$ cat config.mk
export PLATFORM = sky130hd
export DESIGN_NAME = pipeline_ctrl
export DESIGN_NICKNAME = d
export VERILOG_FILES = /design/src/rtl/pipeline_ctrl.sv
export SDC_FILE = /design/constraint.sdc
export NUM_CORES = 1
export LEC_CHECK = 0
export CORE_UTILIZATION = 35
export CTS_BUF_LIST = sky130_fd_sc_hd__clkbuf_2
export DETAILED_ROUTE_END_ITERATION = 12
export PLACE_DENSITY_LB_ADDON = 0.15
export SETUP_SLACK_MARGIN = 0.4
export SLEW_MARGIN = 5
export SYNTH_ARGS = -nofsm -noshare
export SYNTH_HDL_FRONTEND = slang
export SYNTH_SLANG_ARGS = --single-unit
$ cat constraint.sdc
create_clock -name clock -period 1.45 [get_ports clock]
set_input_delay 0.2175 -clock clock [delete_from_list [all_inputs] [get_ports clock]]
set_output_delay 0.2175 -clock clock [all_outputs]
set_load 0.05 [all_outputs]
$ cat src/rtl/pipeline_ctrl.sv
// ---------------------------------------------------------------------------
// pipeline_ctrl
// Hazard and sequencing controller for the 5-stage LEGv8 pipeline. It drives
// the write-enables, flushes and bubbles of the PC, IF/ID, ID/EX, EX/MEM and
// MEM/WB registers. It handles three cases:
//   - load-use stalls,
//   - variable-latency data-memory handshakes,
//   - taken-branch squashes (branches resolve in MEM).
//
// Optional build macro: STALL_COUNT_EN adds the stall_cycles output, which
// counts the cycles with pc_we=0 since reset and saturates at all-ones.
//
// Ports
//   clock, reset_n          rising-edge clock, asynchronous active-low reset
//   id_ex_memread/rd        load in EX and its destination register
//   if_id_rn/rm             source registers of the instruction in ID
//   ex_mem_branch/uncbr     conditional / unconditional branch in MEM
//   ex_mem_zero             ALU zero flag in MEM
//   ex_mem_memrd/memwr      load / store in MEM
//   dmem_ready              data memory completes the access this cycle
//   dmem_req                data memory access request
//   pc_we, pc_src           PC write enable, 1 = load the branch target
//   if_id_we, if_id_flush   IF/ID enable, IF/ID loads a NOP
//   id_ex_bubble            ID/EX loads zeroed control
//   ex_mem_we, ex_mem_flush EX/MEM enable, EX/MEM loads zeroed control
//   mem_wb_bubble           MEM/WB loads zeroed control
//   state                   current FSM state (RUN=0 LDSTALL=1 MEMWAIT=2 FLUSH=3)
//   stall_cycles            (STALL_COUNT_EN only) stall cycle counter
//
// Handshake: dmem_req/dmem_ready follow valid/ready semantics. An access
// completes in the cycle where dmem_req and dmem_ready are both 1. While
// dmem_req=1 and dmem_ready=0, the whole pipe is frozen in that same cycle.
// ---------------------------------------------------------------------------
module pipeline_ctrl #(
    parameter int LOAD_STALL_CYCLES = 1,
    parameter int ZERO_REG          = 31,
    parameter int CNT_W             = 32
) (
    input  logic             clock,
    input  logic             reset_n,
    input  logic             id_ex_memread,
    input  logic [4:0]       id_ex_rd,
    input  logic [4:0]       if_id_rn,
    input  logic [4:0]       if_id_rm,
    input  logic             ex_mem_branch,
    input  logic             ex_mem_uncbr,
    input  logic             ex_mem_zero,
    input  logic             ex_mem_memrd,
    input  logic             ex_mem_memwr,
    input  logic             dmem_ready,
    output logic             dmem_req,
    output logic             pc_we,
    output logic             pc_src,
    output logic             if_id_we,
    output logic             if_id_flush,
    output logic             id_ex_bubble,
    output logic             ex_mem_we,
    output logic             ex_mem_flush,
    output logic             mem_wb_bubble,
`ifdef STALL_COUNT_EN
    output logic [CNT_W-1:0] stall_cycles,
`endif
    output logic [1:0]       state
);

    typedef enum logic [1:0] {
        ST_RUN     = 2'd0,
        ST_LDSTALL = 2'd1,
        ST_MEMWAIT = 2'd2,
        ST_FLUSH   = 2'd3
    } state_e;

    localparam logic [4:0] ZERO_IDX  = 5'(ZERO_REG);
    // LDSTALL covers the stall cycles after the first one, which is taken in RUN.
    localparam logic [2:0] LD_EXTRA  = 3'(LOAD_STALL_CYCLES - 1);

    state_e     state_q, state_d;
    logic [2:0] ld_cnt_q, ld_cnt_d;
    logic       live_q;

    logic dec_dmem_req, dec_pc_we, dec_pc_src, dec_if_id_we, dec_if_id_flush;
    logic dec_id_ex_bubble, dec_ex_mem_we, dec_ex_mem_flush, dec_mem_wb_bubble;
    logic taken, hazard, mem_pending;
    logic [2:0] ld_cnt_dec;

    assign taken      = ex_mem_uncbr | (ex_mem_branch & ex_mem_zero);
    assign hazard     = id_ex_memread & (id_ex_rd != ZERO_IDX) &
                        ((id_ex_rd == if_id_rn) | (id_ex_rd == if_id_rm));
    assign ld_cnt_dec = ld_cnt_q - 3'd1;

    // In MEMWAIT the request is held until it completes. In every other state
    // the request follows the access in MEM.
    assign dec_dmem_req = (state_q == ST_MEMWAIT) | ex_mem_memrd | ex_mem_memwr;
    assign mem_pending  = dec_dmem_req & ~dmem_ready;

    always_comb begin
        dec_pc_we         = 1'b1;
        dec_pc_src        = 1'b0;
        dec_if_id_we      = 1'b1;
        dec_if_id_flush   = 1'b0;
        dec_id_ex_bubble  = 1'b0;
        dec_ex_mem_we     = 1'b1;
        dec_ex_mem_flush  = 1'b0;
        dec_mem_wb_bubble = 1'b0;
        state_d           = ST_RUN;
        ld_cnt_d          = ld_cnt_q;

        if (!live_q) begin
            ld_cnt_d = 3'd0;
        end else if (mem_pending) begin
            // Freeze the whole pipe. A branch in MEM waits for the release cycle.
            dec_pc_we         = 1'b0;
            dec_if_id_we      = 1'b0;
            dec_ex_mem_we     = 1'b0;
            dec_mem_wb_bubble = 1'b1;
            state_d           = ST_MEMWAIT;
            ld_cnt_d          = 3'd0;
        end else if (taken) begin
            dec_pc_src       = 1'b1;
            dec_if_id_flush  = 1'b1;
            dec_id_ex_bubble = 1'b1;
            dec_ex_mem_flush = 1'b1;
            state_d          = ST_FLUSH;
            ld_cnt_d         = 3'd0;
        end else if (state_q == ST_LDSTALL) begin
            dec_pc_we        = 1'b0;
            dec_if_id_we     = 1'b0;
            dec_id_ex_bubble = 1'b1;
            ld_cnt_d         = ld_cnt_dec;
            state_d          = (ld_cnt_dec == 3'd0) ? ST_RUN : ST_LDSTALL;
        end else if (hazard && (state_q != ST_FLUSH)) begin
            // In FLUSH the EX instruction is a squashed wrong-path one.
            dec_pc_we        = 1'b0;
            dec_if_id_we     = 1'b0;
            dec_id_ex_bubble = 1'b1;
            if (LOAD_STALL_CYCLES > 1) begin
                state_d  = ST_LDSTALL;
                ld_cnt_d = LD_EXTRA;
            end
        end
    end

    // live_q keeps every output at 0 from reset until the first edge after release.
    always_ff @(posedge clock or negedge reset_n) begin
        if (!reset_n) begin
            state_q  <= ST_RUN;
            ld_cnt_q <= 3'd0;
            live_q   <= 1'b0;
        end else begin
            state_q  <= state_d;
            ld_cnt_q <= ld_cnt_d;
            live_q   <= 1'b1;
        end
    end

    assign dmem_req      = live_q & dec_dmem_req;
    assign pc_we         = live_q & dec_pc_we;
    assign pc_src        = live_q & dec_pc_src;
    assign if_id_we      = live_q & dec_if_id_we;
    assign if_id_flush   = live_q & dec_if_id_flush;
    assign id_ex_bubble  = live_q & dec_id_ex_bubble;
    assign ex_mem_we     = live_q & dec_ex_mem_we;
    assign ex_mem_flush  = live_q & dec_ex_mem_flush;
    assign mem_wb_bubble = live_q & dec_mem_wb_bubble;
    assign state         = state_q;

`ifdef STALL_COUNT_EN
    logic [CNT_W-1:0] stall_cnt_q;

    always_ff @(posedge clock or negedge reset_n) begin
        if (!reset_n) begin
            stall_cnt_q <= '0;
        end else if (live_q && !dec_pc_we && (stall_cnt_q != {CNT_W{1'b1}})) begin
            stall_cnt_q <= stall_cnt_q + 1'b1;
        end
    end

    assign stall_cycles = stall_cnt_q;
`endif

endmodule

==> impl_metrics.yaml, run 1 <==
timing:
  clock.fmax_ghz: 0.583
  finalCriticalPeriod_ns: 1.72
  rsz0062_at_grt: "true"
  maxSlewViolCount: 0
  finClkSkew_ns: 0.00364
  finalCritPeriodShare: 1.18
  finalSetupViolCount: 9
  setup_ws_ns: -0.265
  finalHoldViolCount: 0
place:
  dpl_cell_area_mm2: 0.00107
  globalplace.congestion: 0.791
  hpwlAfterDp_mm: 1.49
  place_ws_ns: -0.563
  port_buffers: 34
  placed_cells: 116
synth:
  synth_flop_cell: "dfrtp_1"
  synth_area_per_cell_um2: 8.36
  synthArstFlopShare: 1.00
  synth_seq_area_share: 0.305
  yosysTopAreaCell: "dfrtp_1"
  synth_cells: 59
  synth-edff-count: 0
  yosysMostFrequentCell: "xor2_1"
  ys_types: 23
  synth_top_area_frac: 0.305
  synth_common_cells: "xor2_1, nor2_1, dfrtp_1"
  yosys_warnings: 0
  syn-num-nets: 85
  synth_area_leaders: "dfrtp_1, xor2_1, nor2_1"
  syn-cell-area_um2: 493
  ys_seq_elements: 6
finish:
  multi_input_area_um2: 409
  n_antenna_cell: 0
  drive_above_1_share: 0.490
  design_area_mm2: 0.00110
  final_cells: 119
  final_core_util: 0.849
  area_delta_synth_final_pct: 124
  seqCellArea_um2: 153
  fillers: 78
  nets: 132
grt:
  antenna_found_initial: 0
  grt_pass1_wl_mm: 2.48
  gr-total-overflow: 0
  grt_max_degree: 7
  track_usage: 0.259
  grt_pass1_vias: 588
detailed_routing:
  first_iter_violations: 4
  wl_per_cell_um: 14.6
  ant_nets: 0
  drc: 0
  drt_wl_total_mm: 1.74
  via_count: 579
  drt_pass1_iterations: 4
  vias_per_cell: 4.87
pwr:
  p_total_uw: 662
  power.leakage_uw: 0.000511
  power_frac_comb: 0.557
  worst_ir_drop_vdd_uv: 428
  powerDensity_mw_per_mm2: 600
  clkPwrFrac: 0.168
  power.internal_uw: 413
  p_sw_uw: 249
  pwr-share-seq: 0.275
  p_sw_frac: 0.376
die:
  start_util: 0.379
  die_h_um: 39.5
  die_x_um: 39.5
  coreArea_mm2: 0.00130
  row_count: 13
  io_pins: 35
  dieArea_mm2: 0.00156
worst_setup_path:
  start_kind: "primary input"
  worstPathArrival_ns: 1.50
  cp.required_ns: 1.23
  end_kind: "output pin"
  critical_path.max_fanout: 4
  rrSetupSlack_ns: 0.13
  crit_type: "primary input to output pin"
clocking:
  htree_levels: 1
  clk_latency_ns: 0.22
  cts.sinks: 6
  cts_root_buf: "clkbuf_2"
  cts_tree: "done"
  clockBufferDepth: 2
  cts_made_buffers: 3
  path_clk_slew_ns: 0.05
  cts_hold_buf: 0
status:
  failed_checks: "setup timing"
  status: "finished with violations"
hold_path:
  hold_path_class: "primary input to async pin"
job:
  max-cap-violations: 0
[cell type report]
cell class	instances	share of cell area
well taps	15	0.0170
multi-input cells	45	0.370
inverters	5	0.0170
clock buffers	3	0.0136
repair buffers	45	0.444
flip-flops and latches	6	0.138
[metal layers]
metal  GRT usage  vias up  wire length [µm]
met2       0.467       29               992
met3      0.0455       12                85
li1            -      278                 -
met5           0        -                 0
met4       0.259        0                92
met1       0.232      260               571
[logic make-up (layout without fill, tap and decap cells)]
| group | Yosys count | count (layout) | share of synthesized area |
|---|---|---|---|
| and+or+nand+nor | 17 | 17 | 0.157 |
| xor gates and xnor gates | 13 | 13 | 0.231 |
| AOI/OAI and AO/OA | 12 | 12 | 0.165 |
| buffers and inverters | 8 | 53 | 0.0838 |
| DFF | 6 | 6 | 0.305 |
| adders and majority gates | 2 | 2 | 0.0508 |
| other | 1 | 1 | 0.00761 |
[registers in the layout (all words and copies together), names as in the netlist]
name      cells
state         2
live_q        1
ld_cnt_q      3
[final timing paths]
kind	cells after the start	from	to
max in group asynchronous	1	reset_n	state[1]$_DFF_PN0_
min in group clock	2	ld_cnt_q[1]$_DFFE_PN0P_	ld_cnt_q[1]$_DFFE_PN0P_
hold / removal	1	reset_n	ld_cnt_q[2]$_DFFE_PN0P_
setup reg to reg	7	state[0]$_DFF_PN0_	ld_cnt_q[1]$_DFFE_PN0P_
setup / recovery	6	ex_mem_memwr	id_ex_bubble
hold reg to reg	2	ld_cnt_q[1]$_DFFE_PN0P_	ld_cnt_q[1]$_DFFE_PN0P_
[power groups by stage]
stage | clock network, µW | registers (µW) | logic, µW
after floorplan | 0 | 197 | 154
after global placement | 0 | 183 | 356
after detailed placement | 0 | 185 | 366
after CTS | 120 | 182 | 361
after global routing | 127 | 182 | 390
final | 112 | 182 | 369
[per-stage QoR]
stage                     TNS, ns  hold WS [ns]
after floorplan             -2.29       -0.0781
after global placement      -2.91         0.460
after detailed placement    -3.52         0.470
after CTS                   -2.06         0.219
after global routing        -2.51         0.230
final                       -2.04         0.224
[placed cells by master (no fill, tap or decap), types with 2 or more instances in the layout]
master / count
inv_1: 3
buf_12: 10
nor2_1: 3
nor2b_4: 2
inv_2: 2
dfrtp_1: 4
clkdlybuf4s15_1: 4
xnor2_1: 3
dfrtp_2: 2
clkbuf_2: 7
buf_4: 12
a21oi_1: 3
clkdlybuf4s50_1: 7
dlygate4sd2_1: 8
ha_1: 2
nor2_2: 4
xor2_1: 9
nor3_2: 2
[repair_timing]
item,CTS,global route
setup endpoints to repair,16,16
pin swaps,14,10
setup buffers,0,0
resized for setup,24,16
[critical path, stage by stage]
cell and delay, ns:
clkdlybuf4s50_1 0.52, a211oi_4 0.06, o21ai_4 0.25, inv_2 0.09, a21o_4 0.21, buf_12 0.14
Power figures use the tool's default switching activity.
==> run 2, diff against run 1 <==
- CORE_UTILIZATION: 35 -> 38
- clock period: 1.45 -> 2.15 ns (I/O delays scaled with it)
==> run 2 against run 1 <==
The flow now finishes without violations. Via count is 5.4% lower. Worst setup slack better by 0.58 ns. Clock power is 28% lower. Cell count is 5.0% lower. Combinational power is 39% lower. Critical path type is now flop to output pin. Critical endpoint is now pc_src. Largest power group unchanged.
==> impl_metrics.yaml, run 2 (synthesized netlist as in run 1, its figures left out) <==
status:
  status: "complete, no violations"
worst_setup_path:
  r2r_end: "ld_cnt_q[0]$_DFFE_PN0P_"
  critical_path.max_fanout: 4
  worstPathArrival_ns: 1.51
  r2r-start: "state[0]$_DFF_PN0_"
  end_kind: "output pin"
  crit_type: "flop to output pin"
  rrSetupSlack_ns: 0.80
  crit_start: "state[0]$_DFF_PN0_"
  start_kind: "flop"
  r2r.worst_path.cells: 7
  cp.required_ns: 1.83
pwr:
  worst_ir_drop_vdd_uv: 327
  p_total_uw: 430
  power.internal_uw: 263
  pwr-share-seq: 0.285
  clkPwrFrac: 0.189
  power.leakage_uw: 0.000483
  p_sw_frac: 0.387
  power_frac_comb: 0.527
  p_sw_uw: 166
  powerDensity_mw_per_mm2: 419
finish:
  area_delta_synth_final_pct: 108
  top_register: "ld_cnt_q"
  final_core_util: 0.887
  nets: 127
  drive_above_1_share: 0.424
  largest_reg_flops: 3
  most-common-layout-cells: "xor2_1, dlygate4sd2_1, buf_12, nor2_1"
  fillers: 54
  n_antenna_cell: 0
  design_area_mm2: 0.00103
detailed_routing:
  drc: 0
  vias_per_cell: 4.85
  wl_per_cell_um: 13.5
  first_iter_violations: 7
  via_count: 548
  drt_pass1_iterations: 4
  drt_wl_total_mm: 1.53
  ant_nets: 0
clocking:
  cts_root_buf: "clkbuf_2"
  cts_tree: "done"
  cts_made_buffers: 3
  clockBufferDepth: 2
  path_clk_slew_ns: 0.07
  cts_hold_buf: 0
  clk_latency_ns: 0.23
  cts.sinks: 6
  htree_levels: 1
grt:
  grt_max_degree: 7
  track_usage: 0.236
  gr-total-overflow: 0
  grt_pass1_wl_mm: 2.21
  grt_pass1_vias: 516
  antenna_found_initial: 0
die:
  dieArea_mm2: 0.00145
  coreArea_mm2: 0.00116
  die_x_um: 38.0
  io_pins: 35
  start_util: 0.426
  die_h_um: 38.0
  row_count: 12
timing:
  tightest_slew_ns: 0.511
  clock.fmax_ghz: 0.545
  maxSlewViolCount: 0
  setup-tns-final_ns: 0
  finClkSkew_ns: 0.0130
  finalCritPeriodShare: 0.853
  finalSetupViolCount: 0
  finalCriticalPeriod_ns: 1.83
  maxSlewHeadroom: 0.659
  rsz0062_at_grt: "true"
  finalHoldViolCount: 0
hold_path:
  hold_path_class: "primary input to async pin"
place:
  globalplace.congestion: 0.638
  port_buffers: 34
  hpwlAfterDp_mm: 1.13
  dpl_cell_area_um2: 980
job:
  max-cap-violations: 0
[run 2: cell types whose count changed in the layout (fill, tap and decap cells not counted), sizes merged]
cell | before | now
clkbuf | 7 | 6
clkdlybuf4s15 | 4 | 5
buf | 22 | 18
clkdlybuf4s50 | 7 | 5
dlymetal6s2s | 0 | 1
[run 2: cell type report]
| class | instances | area (µm²) | share of cell area |
|---|---|---|---|
| Tap cell | 14 | 17.5 | 0.0171 |
| Multi-Input combinational cell | 45 | 392 | 0.382 |
| Timing Repair Buffer | 40 | 430 | 0.420 |
| Clock buffer | 3 | 15.0 | 0.0146 |
| Inverter | 5 | 18.8 | 0.0183 |
| Sequential cell | 6 | 153 | 0.149 |
[run 2: critical path, stage by stage, from the launching register on]
cell and delay [ns]:
dfrtp_2 0.38, inv_2 0.05, a211oi_4 0.30, o21ai_4 0.13, nor2_4 0.15, buf_12 0.13
buf_12 0.13
[run 2: repair_timing]
action                     in CTS  in global routing
resized for setup              39                  9
pin swaps                      17                 10
setup endpoints to repair       9                 10
buffers inserted                3                  1
[run 2: per-layer routing]
layer / track usage / vias up / part of all wire
met3: 0.0930 / 0 / 0.063
li1: - / 264 / -
met4: 0.0804 / 0 / 0
met2: 0.441 / 25 / 0.56
met1: 0.230 / 259 / 0.37
met5: 0 / - / 0
[run 2: worst max path at each step]
stage | to | slack (ns)
after floorplan | pc_we | 0.22
after global placement | id_ex_bubble | -0.05
after detailed placement | id_ex_bubble | -0.08
after CTS | pc_src | 0.28
after global routing | pc_src | 0.24
final | pc_src | 0.32
[run 2: power by group through the flow]
stage / Sequential, µW / Combinational [µW] / Clock, µW
floorplan: 133 / 104 / 0
global placement: 124 / 218 / 0
detailed placement: 124 / 222 / 0
CTS: 122 / 222 / 80.5
global route: 123 / 237 / 91.3
finish: 122 / 226 / 81.0
[run 2: through the flow]
step                hold slack [ns]  worst slack [ns]  cells
floorplan                    0.0269             0.224     59
global placement              0.497           -0.0464    106
detailed placement            0.516           -0.0810    106
CTS                           0.329             0.282    112
global route                  0.310             0.240    113
finish                        0.322             0.317    113
